==> src/rtl/hazard_scoreboard_if.sv <==
// Pipeline-facing bundle for the hazard/forwarding controller: per-stage
// instruction info toward the controller, stall/flush/forward controls and status back.
interface hazard_scoreboard_if #(
  parameter int DATA_WIDTH = 32,
  parameter int MAX_LONG   = 4,
  parameter int CNT_W      = 32
);
  localparam int AW = $clog2(DATA_WIDTH);
  localparam int LW = $clog2(MAX_LONG + 1);

  logic             id_valid;
  logic             id_need_rs1;
  logic             id_need_rs2;
  logic             id_reg_write;
  logic             id_is_long;
  logic [AW-1:0]    id_rs1_addr;
  logic [AW-1:0]    id_rs2_addr;
  logic [AW-1:0]    id_rd_addr;

  logic [AW-1:0]    ex_rs1_addr;
  logic [AW-1:0]    ex_rs2_addr;
  logic [AW-1:0]    ex_rd_addr;
  logic             ex_need_rs1;
  logic             ex_need_rs2;
  logic             ex_reg_write;
  logic             ex_is_load;
  logic             ex_is_csr;
  logic             ex_is_branch;
  logic             ex_is_jump;
  logic             ex_br_taken;
  logic             ex_is_mret;

  logic [AW-1:0]    mem_rd_addr;
  logic [AW-1:0]    wb_rd_addr;
  logic             mem_reg_write;
  logic             wb_reg_write;

  logic             long_done;
  logic [AW-1:0]    long_done_rd;
  logic             mem_stall;
  logic             trap_commit;
  logic             mret_commit;

  logic [1:0]       fwd_a;
  logic [1:0]       fwd_b;
  logic             stall_pc;
  logic             stall_if_id;
  logic             stall_id_ex;
  logic             stall_ex_mem;
  logic             flush_if_id;
  logic             flush_id_ex;
  logic             flush_ex_mem;
  logic             flush_mem_wb;
  logic             pc_sel;
  logic [2:0]       hazard_cause;
  logic [LW-1:0]    long_busy_count;
  logic [CNT_W-1:0] perf_stall_cycles;
  logic [CNT_W-1:0] perf_flushes;

  modport master (
    output id_valid, id_need_rs1, id_need_rs2, id_reg_write, id_is_long,
           id_rs1_addr, id_rs2_addr, id_rd_addr,
           ex_rs1_addr, ex_rs2_addr, ex_rd_addr, ex_need_rs1, ex_need_rs2,
           ex_reg_write, ex_is_load, ex_is_csr, ex_is_branch, ex_is_jump,
           ex_br_taken, ex_is_mret,
           mem_rd_addr, wb_rd_addr, mem_reg_write, wb_reg_write,
           long_done, long_done_rd, mem_stall, trap_commit, mret_commit,
    input  fwd_a, fwd_b, stall_pc, stall_if_id, stall_id_ex, stall_ex_mem,
           flush_if_id, flush_id_ex, flush_ex_mem, flush_mem_wb, pc_sel,
           hazard_cause, long_busy_count, perf_stall_cycles, perf_flushes
  );

  modport slave (
    input  id_valid, id_need_rs1, id_need_rs2, id_reg_write, id_is_long,
           id_rs1_addr, id_rs2_addr, id_rd_addr,
           ex_rs1_addr, ex_rs2_addr, ex_rd_addr, ex_need_rs1, ex_need_rs2,
           ex_reg_write, ex_is_load, ex_is_csr, ex_is_branch, ex_is_jump,
           ex_br_taken, ex_is_mret,
           mem_rd_addr, wb_rd_addr, mem_reg_write, wb_reg_write,
           long_done, long_done_rd, mem_stall, trap_commit, mret_commit,
    output fwd_a, fwd_b, stall_pc, stall_if_id, stall_id_ex, stall_ex_mem,
           flush_if_id, flush_id_ex, flush_ex_mem, flush_mem_wb, pc_sel,
           hazard_cause, long_busy_count, perf_stall_cycles, perf_flushes
  );
endinterface

==> src/rtl/hazard_scoreboard.sv <==
// Hazard/forwarding controller for the 5-stage pipeline: long-op register scoreboard,
// trap/mret flush sequencing around cache misses, and saturating stall/flush counters.
module hazard_scoreboard #(
  parameter int DATA_WIDTH = 32,
  parameter int MAX_LONG   = 4,
  parameter int CNT_W      = 32
) (
  input logic          clk,
  input logic          rst,
  hazard_scoreboard_if.slave bus
);
  localparam int AW = $clog2(DATA_WIDTH);
  localparam int LW = $clog2(MAX_LONG + 1);
  localparam logic [LW-1:0]         LONG_FULL = LW'(MAX_LONG);
  localparam logic [LW-1:0]         LONG_ZERO = {LW{1'b0}};
  localparam logic [CNT_W-1:0]      CNT_MAX   = {CNT_W{1'b1}};
  localparam logic [AW-1:0]         REG_ZERO  = {AW{1'b0}};
  localparam logic [DATA_WIDTH-1:0] BIT_ONE   = {{(DATA_WIDTH-1){1'b0}}, 1'b1};

  typedef enum logic [1:0] {
    ST_RUN   = 2'd0,
    ST_DRAIN = 2'd1,
    ST_FLUSH = 2'd2
  } flush_state_e;

  flush_state_e          state_r, state_s;
  logic [DATA_WIDTH-1:0] busy_r, busy_s;
  logic [LW-1:0]         count_r, count_s;
  logic [CNT_W-1:0]      perf_stall_r, perf_flush_r;

  logic                  commit_s, trap_flush_s, mem_hold_s;
  logic                  sb_hazard_s, load_use_s, csr_use_s, branch_s;
  logic                  id_reads_ex_rd_s, issue_s, done_s;
  logic [DATA_WIDTH-1:0] set_mask_s, clr_mask_s;

  function automatic logic [1:0] fwd_select(
    input logic          need,
    input logic [AW-1:0] src,
    input logic          mem_we,
    input logic [AW-1:0] mem_rd,
    input logic          wb_we,
    input logic [AW-1:0] wb_rd
  );
    logic [1:0] sel;
    if (need && mem_we && (mem_rd != REG_ZERO) && (mem_rd == src)) begin
      sel = 2'b10;
    end else if (need && wb_we && (wb_rd != REG_ZERO) && (wb_rd == src)) begin
      sel = 2'b11;
    end else begin
      sel = 2'b00;
    end
    return sel;
  endfunction

  // Hazard condition decode from ID/EX info and the current scoreboard state
  always_comb begin
    commit_s     = bus.trap_commit | bus.mret_commit;
    trap_flush_s = (state_r == ST_FLUSH) ||
                   ((state_r == ST_RUN) && commit_s && !bus.mem_stall);
    mem_hold_s   = bus.mem_stall || (state_r == ST_DRAIN);
    sb_hazard_s  = bus.id_valid && (
                     (bus.id_need_rs1 && (bus.id_rs1_addr != REG_ZERO) && busy_r[bus.id_rs1_addr]) ||
                     (bus.id_need_rs2 && (bus.id_rs2_addr != REG_ZERO) && busy_r[bus.id_rs2_addr]) ||
                     (bus.id_reg_write && busy_r[bus.id_rd_addr]) ||
                     (bus.id_is_long && (count_r == LONG_FULL)));
    id_reads_ex_rd_s = (bus.ex_rd_addr != REG_ZERO) && (
                         (bus.id_need_rs1 && (bus.id_rs1_addr == bus.ex_rd_addr)) ||
                         (bus.id_need_rs2 && (bus.id_rs2_addr == bus.ex_rd_addr)));
    load_use_s   = bus.ex_is_load && id_reads_ex_rd_s;
    csr_use_s    = bus.ex_is_csr && bus.ex_reg_write && id_reads_ex_rd_s;
    branch_s     = (bus.ex_is_branch && bus.ex_br_taken) || bus.ex_is_jump;
  end

  // Priority chain: first matching cause owns every stall/flush/redirect control
  always_comb begin
    bus.stall_pc     = 1'b0;
    bus.stall_if_id  = 1'b0;
    bus.stall_id_ex  = 1'b0;
    bus.stall_ex_mem = 1'b0;
    bus.flush_if_id  = 1'b0;
    bus.flush_id_ex  = 1'b0;
    bus.flush_ex_mem = 1'b0;
    bus.flush_mem_wb = 1'b0;
    bus.pc_sel       = 1'b0;
    bus.hazard_cause = 3'd0;
    if (trap_flush_s) begin
      bus.flush_if_id  = 1'b1;
      bus.flush_id_ex  = 1'b1;
      bus.flush_ex_mem = 1'b1;
      bus.flush_mem_wb = 1'b1;
      bus.hazard_cause = 3'd1;
    end else if (mem_hold_s) begin
      bus.stall_pc     = 1'b1;
      bus.stall_if_id  = 1'b1;
      bus.stall_id_ex  = 1'b1;
      bus.stall_ex_mem = 1'b1;
      bus.flush_mem_wb = bus.mem_stall;
      bus.hazard_cause = 3'd2;
    end else if (sb_hazard_s || load_use_s || csr_use_s) begin
      bus.stall_pc     = 1'b1;
      bus.stall_if_id  = 1'b1;
      bus.flush_id_ex  = 1'b1;
      bus.hazard_cause = sb_hazard_s ? 3'd3 : (load_use_s ? 3'd4 : 3'd5);
    end else if (branch_s) begin
      bus.pc_sel       = 1'b1;
      bus.flush_if_id  = 1'b1;
      bus.flush_id_ex  = 1'b1;
      bus.hazard_cause = 3'd6;
    end else if (bus.ex_is_mret) begin
      bus.flush_if_id  = 1'b1;
      bus.flush_id_ex  = 1'b1;
      bus.hazard_cause = 3'd7;
    end else begin
      bus.hazard_cause = 3'd0;
    end
  end

  assign bus.fwd_a = fwd_select(bus.ex_need_rs1, bus.ex_rs1_addr, bus.mem_reg_write,
                                bus.mem_rd_addr, bus.wb_reg_write, bus.wb_rd_addr);
  assign bus.fwd_b = fwd_select(bus.ex_need_rs2, bus.ex_rs2_addr, bus.mem_reg_write,
                                bus.mem_rd_addr, bus.wb_reg_write, bus.wb_rd_addr);

  // Scoreboard next state; a trap flush wipes it, and issue beats completion on the same rd
  always_comb begin
    issue_s    = bus.id_valid && bus.id_is_long && bus.id_reg_write &&
                 (bus.id_rd_addr != REG_ZERO) && !bus.stall_if_id && !bus.flush_id_ex;
    done_s     = bus.long_done && (count_r != LONG_ZERO);
    set_mask_s = issue_s ? (BIT_ONE << bus.id_rd_addr)   : {DATA_WIDTH{1'b0}};
    clr_mask_s = done_s  ? (BIT_ONE << bus.long_done_rd) : {DATA_WIDTH{1'b0}};
    if (trap_flush_s) begin
      busy_s  = {DATA_WIDTH{1'b0}};
      count_s = LONG_ZERO;
    end else begin
      busy_s = (busy_r & ~clr_mask_s) | set_mask_s;
      case ({issue_s, done_s})
        2'b10:   count_s = count_r + LW'(1);
        2'b01:   count_s = count_r - LW'(1);
        default: count_s = count_r;
      endcase
    end
  end

  // Flush sequencer: a commit during a miss waits in DRAIN, then flushes once
  always_comb begin
    state_s = state_r;
    case (state_r)
      ST_RUN:   state_s = (commit_s && bus.mem_stall) ? ST_DRAIN : ST_RUN;
      ST_DRAIN: state_s = bus.mem_stall ? ST_DRAIN : ST_FLUSH;
      ST_FLUSH: state_s = ST_RUN;
      default:  state_s = ST_RUN;
    endcase
  end

  // State registers and saturating performance counters
  always_ff @(posedge clk) begin
    if (rst) begin
      state_r      <= ST_RUN;
      busy_r       <= {DATA_WIDTH{1'b0}};
      count_r      <= LONG_ZERO;
      perf_stall_r <= {CNT_W{1'b0}};
      perf_flush_r <= {CNT_W{1'b0}};
    end else begin
      state_r <= state_s;
      busy_r  <= busy_s;
      count_r <= count_s;
      if (bus.stall_pc && (perf_stall_r != CNT_MAX)) begin
        perf_stall_r <= perf_stall_r + CNT_W'(1);
      end
      if (bus.flush_id_ex && (perf_flush_r != CNT_MAX)) begin
        perf_flush_r <= perf_flush_r + CNT_W'(1);
      end
    end
  end

  assign bus.long_busy_count   = count_r;
  assign bus.perf_stall_cycles = perf_stall_r;
  assign bus.perf_flushes      = perf_flush_r;
endmodule

==> src/flat_wrapper.sv <==
// flat-port wrapper written by rule: the top's interface ports become plain ports
module hazard_scoreboard_flat 
#(
  parameter int DATA_WIDTH = 32,
  parameter int MAX_LONG   = 4,
  parameter int CNT_W      = 32
)
  (clk, rst, bus_id_valid, bus_id_need_rs1, bus_id_need_rs2, bus_id_reg_write, bus_id_is_long, bus_id_rs1_addr, bus_id_rs2_addr, bus_id_rd_addr, bus_ex_rs1_addr, bus_ex_rs2_addr, bus_ex_rd_addr, bus_ex_need_rs1, bus_ex_need_rs2, bus_ex_reg_write, bus_ex_is_load, bus_ex_is_csr, bus_ex_is_branch, bus_ex_is_jump, bus_ex_br_taken, bus_ex_is_mret, bus_mem_rd_addr, bus_wb_rd_addr, bus_mem_reg_write, bus_wb_reg_write, bus_long_done, bus_long_done_rd, bus_mem_stall, bus_trap_commit, bus_mret_commit, bus_fwd_a, bus_fwd_b, bus_stall_pc, bus_stall_if_id, bus_stall_id_ex, bus_stall_ex_mem, bus_flush_if_id, bus_flush_id_ex, bus_flush_ex_mem, bus_flush_mem_wb, bus_pc_sel, bus_hazard_cause, bus_long_busy_count, bus_perf_stall_cycles, bus_perf_flushes);
  hazard_scoreboard_if #(.DATA_WIDTH(DATA_WIDTH), .MAX_LONG(MAX_LONG), .CNT_W(CNT_W)) bus_i ();
  input logic clk;
  input logic rst;
  input wire logic [$bits(bus_i.id_valid)-1:0] bus_id_valid;
  input wire logic [$bits(bus_i.id_need_rs1)-1:0] bus_id_need_rs1;
  input wire logic [$bits(bus_i.id_need_rs2)-1:0] bus_id_need_rs2;
  input wire logic [$bits(bus_i.id_reg_write)-1:0] bus_id_reg_write;
  input wire logic [$bits(bus_i.id_is_long)-1:0] bus_id_is_long;
  input wire logic [$bits(bus_i.id_rs1_addr)-1:0] bus_id_rs1_addr;
  input wire logic [$bits(bus_i.id_rs2_addr)-1:0] bus_id_rs2_addr;
  input wire logic [$bits(bus_i.id_rd_addr)-1:0] bus_id_rd_addr;
  input wire logic [$bits(bus_i.ex_rs1_addr)-1:0] bus_ex_rs1_addr;
  input wire logic [$bits(bus_i.ex_rs2_addr)-1:0] bus_ex_rs2_addr;
  input wire logic [$bits(bus_i.ex_rd_addr)-1:0] bus_ex_rd_addr;
  input wire logic [$bits(bus_i.ex_need_rs1)-1:0] bus_ex_need_rs1;
  input wire logic [$bits(bus_i.ex_need_rs2)-1:0] bus_ex_need_rs2;
  input wire logic [$bits(bus_i.ex_reg_write)-1:0] bus_ex_reg_write;
  input wire logic [$bits(bus_i.ex_is_load)-1:0] bus_ex_is_load;
  input wire logic [$bits(bus_i.ex_is_csr)-1:0] bus_ex_is_csr;
  input wire logic [$bits(bus_i.ex_is_branch)-1:0] bus_ex_is_branch;
  input wire logic [$bits(bus_i.ex_is_jump)-1:0] bus_ex_is_jump;
  input wire logic [$bits(bus_i.ex_br_taken)-1:0] bus_ex_br_taken;
  input wire logic [$bits(bus_i.ex_is_mret)-1:0] bus_ex_is_mret;
  input wire logic [$bits(bus_i.mem_rd_addr)-1:0] bus_mem_rd_addr;
  input wire logic [$bits(bus_i.wb_rd_addr)-1:0] bus_wb_rd_addr;
  input wire logic [$bits(bus_i.mem_reg_write)-1:0] bus_mem_reg_write;
  input wire logic [$bits(bus_i.wb_reg_write)-1:0] bus_wb_reg_write;
  input wire logic [$bits(bus_i.long_done)-1:0] bus_long_done;
  input wire logic [$bits(bus_i.long_done_rd)-1:0] bus_long_done_rd;
  input wire logic [$bits(bus_i.mem_stall)-1:0] bus_mem_stall;
  input wire logic [$bits(bus_i.trap_commit)-1:0] bus_trap_commit;
  input wire logic [$bits(bus_i.mret_commit)-1:0] bus_mret_commit;
  output wire logic [$bits(bus_i.fwd_a)-1:0] bus_fwd_a;
  output wire logic [$bits(bus_i.fwd_b)-1:0] bus_fwd_b;
  output wire logic [$bits(bus_i.stall_pc)-1:0] bus_stall_pc;
  output wire logic [$bits(bus_i.stall_if_id)-1:0] bus_stall_if_id;
  output wire logic [$bits(bus_i.stall_id_ex)-1:0] bus_stall_id_ex;
  output wire logic [$bits(bus_i.stall_ex_mem)-1:0] bus_stall_ex_mem;
  output wire logic [$bits(bus_i.flush_if_id)-1:0] bus_flush_if_id;
  output wire logic [$bits(bus_i.flush_id_ex)-1:0] bus_flush_id_ex;
  output wire logic [$bits(bus_i.flush_ex_mem)-1:0] bus_flush_ex_mem;
  output wire logic [$bits(bus_i.flush_mem_wb)-1:0] bus_flush_mem_wb;
  output wire logic [$bits(bus_i.pc_sel)-1:0] bus_pc_sel;
  output wire logic [$bits(bus_i.hazard_cause)-1:0] bus_hazard_cause;
  output wire logic [$bits(bus_i.long_busy_count)-1:0] bus_long_busy_count;
  output wire logic [$bits(bus_i.perf_stall_cycles)-1:0] bus_perf_stall_cycles;
  output wire logic [$bits(bus_i.perf_flushes)-1:0] bus_perf_flushes;
  assign bus_i.id_valid = bus_id_valid;
  assign bus_i.id_need_rs1 = bus_id_need_rs1;
  assign bus_i.id_need_rs2 = bus_id_need_rs2;
  assign bus_i.id_reg_write = bus_id_reg_write;
  assign bus_i.id_is_long = bus_id_is_long;
  assign bus_i.id_rs1_addr = bus_id_rs1_addr;
  assign bus_i.id_rs2_addr = bus_id_rs2_addr;
  assign bus_i.id_rd_addr = bus_id_rd_addr;
  assign bus_i.ex_rs1_addr = bus_ex_rs1_addr;
  assign bus_i.ex_rs2_addr = bus_ex_rs2_addr;
  assign bus_i.ex_rd_addr = bus_ex_rd_addr;
  assign bus_i.ex_need_rs1 = bus_ex_need_rs1;
  assign bus_i.ex_need_rs2 = bus_ex_need_rs2;
  assign bus_i.ex_reg_write = bus_ex_reg_write;
  assign bus_i.ex_is_load = bus_ex_is_load;
  assign bus_i.ex_is_csr = bus_ex_is_csr;
  assign bus_i.ex_is_branch = bus_ex_is_branch;
  assign bus_i.ex_is_jump = bus_ex_is_jump;
  assign bus_i.ex_br_taken = bus_ex_br_taken;
  assign bus_i.ex_is_mret = bus_ex_is_mret;
  assign bus_i.mem_rd_addr = bus_mem_rd_addr;
  assign bus_i.wb_rd_addr = bus_wb_rd_addr;
  assign bus_i.mem_reg_write = bus_mem_reg_write;
  assign bus_i.wb_reg_write = bus_wb_reg_write;
  assign bus_i.long_done = bus_long_done;
  assign bus_i.long_done_rd = bus_long_done_rd;
  assign bus_i.mem_stall = bus_mem_stall;
  assign bus_i.trap_commit = bus_trap_commit;
  assign bus_i.mret_commit = bus_mret_commit;
  assign bus_fwd_a = bus_i.fwd_a;
  assign bus_fwd_b = bus_i.fwd_b;
  assign bus_stall_pc = bus_i.stall_pc;
  assign bus_stall_if_id = bus_i.stall_if_id;
  assign bus_stall_id_ex = bus_i.stall_id_ex;
  assign bus_stall_ex_mem = bus_i.stall_ex_mem;
  assign bus_flush_if_id = bus_i.flush_if_id;
  assign bus_flush_id_ex = bus_i.flush_id_ex;
  assign bus_flush_ex_mem = bus_i.flush_ex_mem;
  assign bus_flush_mem_wb = bus_i.flush_mem_wb;
  assign bus_pc_sel = bus_i.pc_sel;
  assign bus_hazard_cause = bus_i.hazard_cause;
  assign bus_long_busy_count = bus_i.long_busy_count;
  assign bus_perf_stall_cycles = bus_i.perf_stall_cycles;
  assign bus_perf_flushes = bus_i.perf_flushes;
  hazard_scoreboard #(.DATA_WIDTH(DATA_WIDTH), .MAX_LONG(MAX_LONG), .CNT_W(CNT_W)) u_core (.clk(clk), .rst(rst), .bus(bus_i));
endmodule
==> config.mk <==
export PLATFORM = sky130hd
export DESIGN_NAME = hazard_scoreboard_flat
export DESIGN_NICKNAME = d
export VERILOG_FILES = /design/src/rtl/hazard_scoreboard_if.sv /design/src/rtl/hazard_scoreboard.sv /design/src/flat_wrapper.sv
export SDC_FILE = /design/constraint.sdc
export NUM_CORES = 1
export LEC_CHECK = 0
export BUFFER_PORTS_ARGS = -buffer_cell sky130_fd_sc_hd__buf_2
export CAP_MARGIN = 20
export CORE_MARGIN = 2
export CORE_UTILIZATION = 49
export CTS_CLUSTER_DIAMETER = 120
export DETAILED_ROUTE_END_ITERATION = 12
export PLACE_DENSITY = 0.79
export SKIP_CTS_REPAIR_TIMING = 1
export SYNTH_ARGS = -nofsm -noshare
export SYNTH_HDL_FRONTEND = slang
export SYNTH_SLANG_ARGS = --single-unit
==> constraint.sdc <==
create_clock -name clk -period 3.3 [get_ports clk]
set_clock_uncertainty 0.1 [all_clocks]
set_input_delay 0.33 -clock clk [delete_from_list [all_inputs] [get_ports clk]]
set_output_delay 0.33 -clock clk [all_outputs]
set_load 0.02 [all_outputs]
==> metrics.json <==
{
  "outcome": {"value": "finished, final reports clean"},
  "dpl-instance-area": {"value": 7250, "unit": "sq um"},
  "clockBufferDepth": {"value": 2},
  "fp.coreArea": {"value": 12500, "unit": "sq um"},
  "clkSinkCount": {"value": 101},
  "postSynth.topFlopCell": {"value": "sky130_fd_sc_hd__dfxtp_1"},
  "timing.setup.tns": {"value": 0, "unit": "ns"},
  "min_path_type": {"value": "input pin to register"},
  "leakagePower": {"value": 2.92, "unit": "nW"},
  "worstPathArrival": {"value": 2.71, "unit": "ns"},
  "worst_ir_drop_vdd": {"value": 251, "unit": "uV"},
  "clk_root_buf": {"value": "sky130_fd_sc_hd__clkbuf_16"},
  "antenna_left": {"value": 0},
  "worst_path_largest_cell_delay": {"value": 0.50, "unit": "ns"},
  "number_of_inserted_filler_cells_in_the_final_layout": {"value": 1077},
  "floorplan.die_area": {"value": 13700, "unit": "sq um"},
  "synthesis.yosys.warnings": {"value": 0},
  "mappedNetlistNets": {"value": 816},
  "synthCells": {"value": 745},
  "netlist-cell-type-count": {"value": 57},
  "largest_net_degree_at_the_start_of_global_routing": {"value": 75},
  "detailroute.via_count": {"value": 6453},
  "die_y": {"value": 117, "unit": "um"},
  "cp_data_required_time": {"value": 2.87, "unit": "ns"},
  "cell_with_the_largest_stage_delay_on_the_worst_path": {"value": "sky130_fd_sc_hd__mux4_2"},
  "initial_drt_pass_iterations": {"value": 6},
  "worst_setup_hold_path_clk_slew": {"value": 0.07, "unit": "ns"},
  "tritoncts.num_buffers": {"value": 9},
  "critical_path.endpoint_type": {"value": "output port"},
  "path_common_cell": {"value": "sky130_fd_sc_hd__mux4_2"},
  "worstPathCellList": {"value": "mux4_2 > mux4_2 > a2bb2oi_1 > nand3_1 > nand4_1 > buf_6 > o21ai_2 > buf_4 > inv_1 > buf_2"},
  "worst-path-max-fanout": {"value": 5},
  "crit_type": {"value": "register to output port"},
  "synth_seq_cells": {"value": 101},
  "minimum_clock_period": {"value": 3.14, "unit": "ns"},
  "initial_drt_markers": {"value": 652},
  "clk-insertion-delay-late": {"value": 0.36, "unit": "ns"},
  "drcViolationCount": {"value": 0},
  "place_hpwl": {"value": 13.4, "unit": "mm"},
  "final_min_period_over_clock_period": {"value": 95.0, "unit": "%"},
  "seqCellArea": {"value": 2030, "unit": "sq um"},
  "timing.fmax": {"value": 0.319, "unit": "GHz"},
  "holdWs": {"value": 0.104, "unit": "ns"},
  "grt_pass1_vias": {"value": 5747},
  "area_of_all_placed_cells_without_fillers": {"value": 7680, "unit": "sq um"},
  "clock_tree_from_tritoncts": {"value": "built"},
  "grt_setup_unrepaired": {"value": "no"},
  "multi_input_area": {"value": 3970, "unit": "sq um"},
  "placed_cells": {"value": 1051},
  "insertedDiodeCount": {"value": 0},
  "timing.final.hold_violations": {"value": 0},
  "design.portCount": {"value": 150},
  "slew_violations": {"value": 0},
  "grt_remaining_overflow": {"value": 0},
  "cts_max_level": {"value": 3},
  "num_rows": {"value": 41},
  "async_reset_ff_share": {"value": 0, "unit": "%"},
  "grt_first_pass_wirelength": {"value": 28.2, "unit": "mm"},
  "finalWeightedCongestion": {"value": 0.926},
  "synthToLayoutAreaGrowth": {"value": 23.1, "unit": "%"},
  "worst_slew_margin_rel": {"value": 50.2, "unit": "%"},
  "post-route-worst-setup-slack": {"value": 0.164, "unit": "ns"},
  "worst_pin_slew": {"value": 0.747, "unit": "ns"},
  "globalRouteTotalUtil": {"value": 26.0, "unit": "%"},
  "die_width": {"value": 117, "unit": "um"},
  "antenna_violations_before_repair": {"value": 1},
  "report.final.setup_viol": {"value": 0},
  "placement.io_buffers": {"value": 149},
  "ys_seq_area_share": {"value": 32.4, "unit": "%"},
  "drt-vias-per-instance": {"value": 6.03},
  "drive_gt1_share": {"value": 28.0, "unit": "%"},
  "critical_path.startpoint_type": {"value": "register"},
  "wl_per_cell": {"value": 16.7, "unit": "um"},
  "initial_utilization": {"value": 49.9, "unit": "%"},
  "mapped_cell_area": {"value": 6240, "unit": "sq um"},
  "synth_enable_flop_cells": {"value": 0},
  "dp_slack": {"value": -0.0983, "unit": "ns"},
  "drv_cap": {"value": 0},
  "finalNonFillerCells": {"value": 1070},
  "worst-r2r-setup-slack": {"value": 0.18, "unit": "ns"},
  "wirelength": {"value": 17.9, "unit": "mm"},
  "syn_area_per_cell": {"value": 8.38, "unit": "sq um"},
  "fin_nets": {"value": 964},
  "pwr_density_cell": {"value": 389, "unit": "nW/um^2"}
}
==> metal layers <==
layer / wire length, um / up-vias / track usage (%)
li1: - / 3099 / -
met1: 7620 / 3011 / 35.3
met2: 8350 / 311 / 41.1
met3: 1570 / 32 / 4.99
met4: 378 / 0 / 10.4
met5: 0 / - / 0
==> report_power, final <==
part,switching [W],internal (W)
Combinational,0.000247,0.000151
Clock,0.000500,0.000847
Sequential,0.0000131,0.00123
==> cell type report <==
cell class / count / area share [%]
Multi-Input combinational cell: 578 / 51.7
Inverter: 21 / 1.03
Tap cell: 172 / 2.80
Clock buffer: 10 / 3.11
Sequential cell: 101 / 26.4
Timing Repair Buffer: 182 / 13.1
Clock inverter: 6 / 1.82
==> per-stage QoR <==
stage               total power [W]  utilization (%)
floorplan                   0.00150                -
global placement            0.00165             58.0
detailed placement          0.00165             58.0
CTS                         0.00299             61.0
global route                0.00309             61.4
finish                      0.00298             61.4
==> Yosys cell counts (23+ instances only) <==
cell type	instances	share of area, %
sky130_fd_sc_hd__a21oi_1	41	3.3
sky130_fd_sc_hd__clkbuf_1	33	2.0
sky130_fd_sc_hd__dfxtp_1	101	32
sky130_fd_sc_hd__nand2_1	64	3.8
sky130_fd_sc_hd__nand3_1	41	3.3
sky130_fd_sc_hd__nand4_1	35	3.5
sky130_fd_sc_hd__nor2_1	56	3.4
sky130_fd_sc_hd__o211ai_1	33	4.0
sky130_fd_sc_hd__o21ai_0	32	2.6
sky130_fd_sc_hd__o31ai_1	24	2.9
sky130_fd_sc_hd__or3_1	23	2.3
sky130_fd_sc_hd__xnor2_1	25	3.5
sky130_fd_sc_hd__xor2_1	25	3.5
==> sequential cells by signal (all words and copies together) (netlist names) <==
| signal | count |
|---|---|
| u_core.state_r | 2 |
| u_core.bus.perf_flushes | 32 |
| u_core.bus.perf_stall_cycles | 32 |
| u_core.busy_r | 32 |
| u_core.bus.long_busy_count | 3 |
==> logic make-up (layout without fill, tap and decap cells) <==
kind of cell | after synthesis | count (layout) | share of synthesized area [%]
multiplexers | 38 | 38 | 10.7
flip-flops | 101 | 101 | 32.4
AO/OA/AOI/OAI | 180 | 180 | 19.0
adder cells (fa/ha/maj) | 4 | 4 | 0.922
buffers and inverters | 66 | 219 | 4.31
AND/OR/NAND/NOR | 306 | 306 | 25.7
XOR/XNOR | 50 | 50 | 7.02
==> cells in the final DEF (no fill, tap or decap), drive strengths merged, types with 3 or more instances in the layout <==
| cell | n |
|---|---|
| nand4 | 35 |
| o31a | 3 |
| a21oi | 41 |
| clkbuf | 10 |
| a21o | 5 |
| a31oi | 5 |
| ha | 3 |
| o41ai | 4 |
| dfxtp | 101 |
| buf | 182 |
| nand3 | 41 |
| o21ai | 44 |
| o31ai | 24 |
| mux4 | 22 |
| nor3 | 16 |
| and3 | 4 |
| and2 | 6 |
| nand2b | 8 |
| nor2 | 56 |
| or4 | 21 |
| xnor2 | 25 |
| nor4 | 5 |
| o21bai | 5 |
| nand2 | 64 |
| or2 | 4 |
| or3 | 23 |
| mux2i | 7 |
| o211ai | 33 |
| xor2 | 25 |
| bufinv | 4 |
| and4 | 4 |
| mux2 | 9 |
| nor2b | 13 |
| inv | 23 |
==> critical path, delay by kind of cell, from the launching register on <==
| family | cells | cell delay, ns |
|---|---|---|
| AND/OR/NAND/NOR | 2 | 0.27 |
| multiplexers | 2 | 0.96 |
| AO/OA/AOI/OAI | 2 | 0.26 |
| buffers and inverters | 4 | 0.50 |
| flip-flops | 1 | 0.36 |
==> path summary, 6_finish.rpt <==
| path | from | to | depth (start not counted) |
|---|---|---|---|
| worst max-delay path | u_core.busy_r[28] | bus_flush_id_ex | 10 |
| worst min-delay path | bus_mem_stall | u_core.state_r[1] | 2 |
| worst max register to register | u_core.busy_r[28] | u_core.busy_r[24] | 8 |
| worst min register to register | u_core.state_r[1] | u_core.state_r[0] | 1 |
(Power assumes the default switching activity.)
